File: src/rtl/add_sequencer.sv
// add_sequencer
//   Multi-cycle adder. One 4-bit ripple-carry nibble adder is shared across
//   all nibbles of the operands, least significant nibble first. An
//   accepted start latches the operands. Each following cycle then adds one
//   nibble. A one-cycle done pulse marks the point where sum and cout are
//   valid.
//
// Parameters
//   NIBBLES : operand width in 4-bit nibbles (1..8)
//
// Ports
//   clk   : clock, rising edge
//   rst   : synchronous active-high reset, has priority over start
//   start : request an addition (accepted only in IDLE)
//   a, b  : operands, sampled when start is accepted
//   busy  : high whenever the sequencer is not IDLE
//   done  : one-cycle pulse, sum/cout valid
//   sum   : registered result, (a + b) mod 2^(4*NIBBLES)
//   cout  : registered carry out of the top bit
module add_sequencer #(
  parameter int NIBBLES = 4
) (
  input  logic                 clk,
  input  logic                 rst,
  input  logic                 start,
  input  logic [4*NIBBLES-1:0] a,
  input  logic [4*NIBBLES-1:0] b,
  output logic                 busy,
  output logic                 done,
  output logic [4*NIBBLES-1:0] sum,
  output logic                 cout
);

  localparam int W    = 4 * NIBBLES;
  localparam int IDXW = (NIBBLES > 1) ? $clog2(NIBBLES) : 1;
  localparam logic [IDXW-1:0] LAST_IDX = IDXW'(NIBBLES - 1);

  typedef enum logic [1:0] {
    IDLE = 2'd0,
    ADD  = 2'd1,
    DONE = 2'd2
  } state_t;

  state_t          r_state;
  logic [W-1:0]    r_a;
  logic [W-1:0]    r_b;
  logic [W-1:0]    r_sum;
  logic            r_carry;
  logic            r_cout;
  logic            r_busy;
  logic            r_done;
  logic [IDXW-1:0] r_idx;

  logic [3:0]      w_a_nib;
  logic [3:0]      w_b_nib;
  logic [4:0]      w_nib_res;

  // The 4-bit ripple-carry nibble adder: {carry_out, sum[3:0]}.
  function automatic logic [4:0] nib_add(input logic [3:0] x,
                                         input logic [3:0] y,
                                         input logic       ci);
    return {1'b0, x} + {1'b0, y} + {4'b0000, ci};
  endfunction

  // Select the current nibble of each latched operand. An AND-OR mux keeps
  // every select constant, so no index can reach past the operand width.
  always_comb begin
    w_a_nib = 4'd0;
    w_b_nib = 4'd0;
    for (int i = 0; i < NIBBLES; i++) begin
      w_a_nib = w_a_nib | (r_a[4*i +: 4] & {4{r_idx == IDXW'(i)}});
      w_b_nib = w_b_nib | (r_b[4*i +: 4] & {4{r_idx == IDXW'(i)}});
    end
    w_nib_res = nib_add(w_a_nib, w_b_nib, r_carry);
  end

  // Sequencer FSM with all datapath and output registers.
  always_ff @(posedge clk) begin
    if (rst) begin
      r_state <= IDLE;
      r_a     <= '0;
      r_b     <= '0;
      r_sum   <= '0;
      r_carry <= 1'b0;
      r_cout  <= 1'b0;
      r_idx   <= '0;
      r_busy  <= 1'b0;
      r_done  <= 1'b0;
    end else begin
      case (r_state)
        IDLE: begin
          r_done <= 1'b0;
          if (start) begin
            r_a     <= a;
            r_b     <= b;
            r_sum   <= '0;
            r_cout  <= 1'b0;
            r_carry <= 1'b0;
            r_idx   <= '0;
            r_busy  <= 1'b1;
            r_state <= ADD;
          end else begin
            r_busy  <= 1'b0;
          end
        end

        ADD: begin
          for (int i = 0; i < NIBBLES; i++) begin
            if (r_idx == IDXW'(i)) begin
              r_sum[4*i +: 4] <= w_nib_res[3:0];
            end
          end
          r_carry <= w_nib_res[4];
          if (r_idx == LAST_IDX) begin
            // Final nibble: publish the carry and wrap idx so it never
            // points past the top nibble.
            r_cout  <= w_nib_res[4];
            r_idx   <= '0;
            r_done  <= 1'b1;
            r_state <= DONE;
          end else begin
            r_idx   <= r_idx + IDXW'(1);
          end
        end

        DONE: begin
          r_done  <= 1'b0;
          r_busy  <= 1'b0;
          r_state <= IDLE;
        end

        default: begin
          r_done  <= 1'b0;
          r_busy  <= 1'b0;
          r_idx   <= '0;
          r_state <= IDLE;
        end
      endcase
    end
  end

  assign busy = r_busy;
  assign done = r_done;
  assign sum  = r_sum;
  assign cout = r_cout;

endmodule

File: config.mk
export PLATFORM = sky130hd
export DESIGN_NAME = add_sequencer
export DESIGN_NICKNAME = d
export VERILOG_FILES = /design/src/rtl/add_sequencer.sv
export SDC_FILE = /design/constraint.sdc
export NUM_CORES = 1
export LEC_CHECK = 0
export CAP_MARGIN = 20
export CORE_MARGIN = 3
export CORE_UTILIZATION = 35
export DETAILED_ROUTE_END_ITERATION = 6
export PLACE_DENSITY_LB_ADDON = 0.15
export REMOVE_ABC_BUFFERS = 1
export SETUP_SLACK_MARGIN = 0.2
export SYNTH_ARGS = -nofsm -noshare
export SYNTH_HDL_FRONTEND = slang
export SYNTH_SLANG_ARGS = --single-unit
File: constraint.sdc
create_clock -name clk -period 2.7 [get_ports clk]
set_clock_uncertainty 0.2 [all_clocks]
set_input_delay 0.27 -clock clk [delete_from_list [all_inputs] [get_ports clk]]
set_output_delay 0.27 -clock clk [all_outputs]
set_load 0.02 [all_outputs]
==> impl_metrics.py <==
metrics = {
    "worst_setup_path": {
        "worst_ep_arrival_ns": 2.65,
        "crit-reg2reg-capture": "sum[10]$_SDFFE_PP0P_",
        "crit_path_max_incr_delay_ns": 0.36,
        "cp.buffers_inverters": 3,
        "worst_path_max_delay_cell": "sky130_fd_sc_hd__dfxtp_2",
        "cp_top_family": "adder cells",
        "worstPathRequired_ns": 2.75,
        "path_class": "flip-flop to flip-flop",
        "cp.depth": 12,
        "cp_max_fo": 4,
        "worst_r2r_path_depth": 12,
        "critical_path.startpoint": "r_idx[0]$_SDFFE_PP0P_",
        "worstPathCellList": "inv_2 > ha_4 > a22o_1 > a221oi_4 > fa_2 > inv_2 > fa_2 > buf_4 > xnor2_2 > nor2_2 > mux2i_1 > nor2_1",
        "crit_end": "sum[10]$_SDFFE_PP0P_",
        "start_kind": "flip-flop",
        "critPathCaptureType": "flip-flop",
        "reg2reg_setup_slack_ns": 0.1,
        "r2r_start": "r_idx[0]$_SDFFE_PP0P_",
    },
    "grt": {
        "grt_first_pass_wirelength_mm": 9.78,
        "grt.overflow.total": 0,
        "global_route.usage.met3": 0.0378,
        "groute.layer.met2.usage": 0.267,
        "grt_start_max_net_pins": 34,
        "grt-busiest-layer": "met2",
        "grt_pass1_vias": 2054,
        "grtUsageTotal": 0.161,
        "antenna_found_initial": 0,
        "gr-usage-met1": 0.209,
    },
    "floorplan": {
        "fp.coreArea_um2": 6530,
        "fp.dieArea_um2": 7950,
        "die_height_um": 89.2,
        "width_of_the_die_um": 89.2,
        "rows": 29,
        "io_pins": 54,
        "starting_density": 0.371,
    },
    "timing": {
        "period_share": 0.964,
        "maxSlewViolCount": 0,
        "maxClockFrequency_mhz": 384,
        "timing_worst_slew_pin_value_ns": 0.403,
        "slew_headroom": 0.731,
        "whs_ns": 0.0968,
        "final_period_minus_worst_setup_slack_ns": 2.60,
        "setup_repair_after_global_routing_missed_its_margin": "true",
        "timing_hold_violations_final": 0,
        "setup-violations-final": 0,
        "timing.setup.tns_ns": 0,
    },
    "drt": {
        "final_antenna_net_count": 0,
        "via_count": 2122,
        "wire_per_inst_um": 14.4,
        "wirelength_mm": 6.08,
        "drc": 0,
        "detail_route.iter0.violations": 51,
        "drt_pre_antenna_iters": 4,
        "avgViaCountPerCell": 5.02,
    },
    "clock_network": {
        "cts_inserted_buffers": 5,
        "clockBufferDepth": 2,
        "clkSinkCount": 56,
        "h-tree-depth": 2,
        "cts_tree": "yes",
        "clock_tree.root_cell": "sky130_fd_sc_hd__clkbuf_8",
        "path_clk_slew_ns": 0.09,
        "insertion_delay_ns": 0.31,
    },
    "pwr": {
        "power.share.switching": 0.258,
        "total_leakage_power_nw": 1.27,
        "pwr-share-clk": 0.310,
        "power.combinational.fraction": 0.177,
        "p_sw_uw": 449,
        "seq_power_share": 0.513,
        "p_int_mw": 1.29,
        "power_per_cell_area_nw_per_um2": 522,
        "p_total_mw": 1.74,
        "vdd_drop_max_uv": 258,
    },
    "synth": {
        "netlist.top_cell.by_area": "sky130_fd_sc_hd__dfxtp_1",
        "asyncSetResetFlopFracSynth": 0,
        "area_share_of_the_largest_cell_type_after_synthesis": 0.463,
        "synth.top_cells.by_area": "sky130_fd_sc_hd__dfxtp_1 (46%), sky130_fd_sc_hd__nand2_1 (12%), sky130_fd_sc_hd__a21oi_1 (7.0%)",
        "postSynthCellCount": 285,
        "synth_area_per_cell_um2": 8.50,
        "synth.top_cells.by_count": "sky130_fd_sc_hd__nand2_1 (80), sky130_fd_sc_hd__dfxtp_1 (56), sky130_fd_sc_hd__a21oi_1 (34)",
        "synth_sequential_area_ratio": 0.463,
        "synth-edff-count": 0,
        "yosys_most_used_dff": "sky130_fd_sc_hd__dfxtp_1",
        "yosys.cell_types.count": 34,
        "synth-seq-cells": 56,
        "mappedNetlistArea_um2": 2420,
        "ys_warn_count": 0,
        "yosys.cell_count.top_type": "sky130_fd_sc_hd__nand2_1",
    },
    "layout": {
        "final_layout_size_suffix_gt1_frac": 0.176,
        "post_layout_nonfiller_instances": 423,
        "design.final.nets": 389,
        "area_growth_syn_to_layout_pct": 37.8,
        "final.fill_count": 620,
        "sequential_cell_area_um2": 1120,
        "multiInputGateArea_um2": 1280,
        "final_core_util": 0.511,
        "diodes": 0,
    },
    "place": {
        "place_hpwl_mm": 4.27,
        "gp_congestion": 0.800,
        "placed_cells": 412,
        "port-buffer-count": 53,
    },
    "run_status": {
        "run_status": "finished clean",
    },
    "worst_hold_path": {
        "worst_hold_startpoint": "rst",
        "holdCritPathClass": "primary input to flip-flop",
    },
    "job": {
        "max_cap_viol_count": 0,
    },
}
how the worst min path moves through the flow:
stage                      endpoint  slack (ns)  cells past startpoint
2_1_floorplan     busy$_SDFFE_PP0N_        0.13                      1
3_3_place_gp   r_b[15]$_SDFFE_PP0P_        0.24                      2
3_5_place_dp    r_b[3]$_SDFFE_PP0P_        0.25                      2
4_1_cts         sum[8]$_SDFFE_PP0P_        0.11                      2
5_1_grt         sum[1]$_SDFFE_PP0P_        0.12                      2
6_report        sum[9]$_SDFFE_PP0P_         0.1                      2
power by group through the flow:
stage / clock network, mW / logic [mW] / registers (mW)
finish: 0.540 / 0.308 / 0.894
global route: 0.581 / 0.339 / 0.899
CTS: 0.557 / 0.292 / 0.891
detailed placement: 0 / 0.277 / 0.908
global placement: 0 / 0.275 / 0.908
floorplan: 0 / 0.133 / 0.910
what timing repair did:
item,4_1_cts,5_1_grt
gates resized for setup,19,12
hold buffers,0,0
setup buffers,2,0
setup endpoints to repair,14,14
pin swaps,9,16
cells by family (layout without fill, tap and decap cells):
kind of cell / Yosys count / in the layout / synth area share
AO/OA/AOI/OAI: 66 / 66 / 0.175
XOR/XNOR: 2 / 2 / 0.00723
adder cells (fa/ha/maj): 9 / 9 / 0.0527
buffers and inverters: 29 / 90 / 0.0635
flip-flops: 56 / 56 / 0.463
multiplexers: 13 / 13 / 0.0537
AND/OR/NAND/NOR: 110 / 110 / 0.185
flip-flops by register name, indices dropped and copies added (netlist names):
register  flops
r_a          16
r_b          16
cout          1
r_idx         2
busy          1
sum          16
r_carry       1
done          1
r_state       2
metal layers:
layer | vias up | wire length [um]
met5 | - | 0
met4 | 0 | 64
met3 | 5 | 264
met2 | 43 | 2980
met1 | 1003 | 2770
li1 | 1071 | -
layout by cell type, fill, tap and decap left out, types with 5 or more instances in the layout:
cell type                         Yosys  layout
sky130_fd_sc_hd__a21oi_1             34      34
sky130_fd_sc_hd__a21oi_2              5       5
sky130_fd_sc_hd__a22oi_1             13       6
sky130_fd_sc_hd__a22oi_2              0       7
sky130_fd_sc_hd__buf_4                2      17
sky130_fd_sc_hd__clkbuf_8             0       5
sky130_fd_sc_hd__clkdlybuf4s50_1      0      52
sky130_fd_sc_hd__dfxtp_1             56      54
sky130_fd_sc_hd__inv_1               10       7
sky130_fd_sc_hd__mux2i_1             13      13
sky130_fd_sc_hd__nand2_1             80      79
sky130_fd_sc_hd__nor2_1              21      20
through the flow:
stage / worst slack [ns] / area (um^2)
5_1_grt: -0.0384 / 3340
3_5_place_dp: -0.148 / 3050
4_1_cts: 0.0994 / 3240
2_1_floorplan: -0.0845 / 2310
3_3_place_gp: -0.0742 / 3050
6_report: 0.0971 / 3340
layout make-up:
| type | count | share of cell area |
|---|---|---|
| multi-input cells | 200 | 0.384 |
| flip-flops and latches | 56 | 0.337 |
| repair buffers | 72 | 0.207 |
| well taps | 77 | 0.0289 |
| clock buffers | 6 | 0.0217 |
| inverters | 10 | 0.0112 |
| clock inverters | 2 | 0.0105 |
Note: power is estimated with default switching activity, not from simulation.
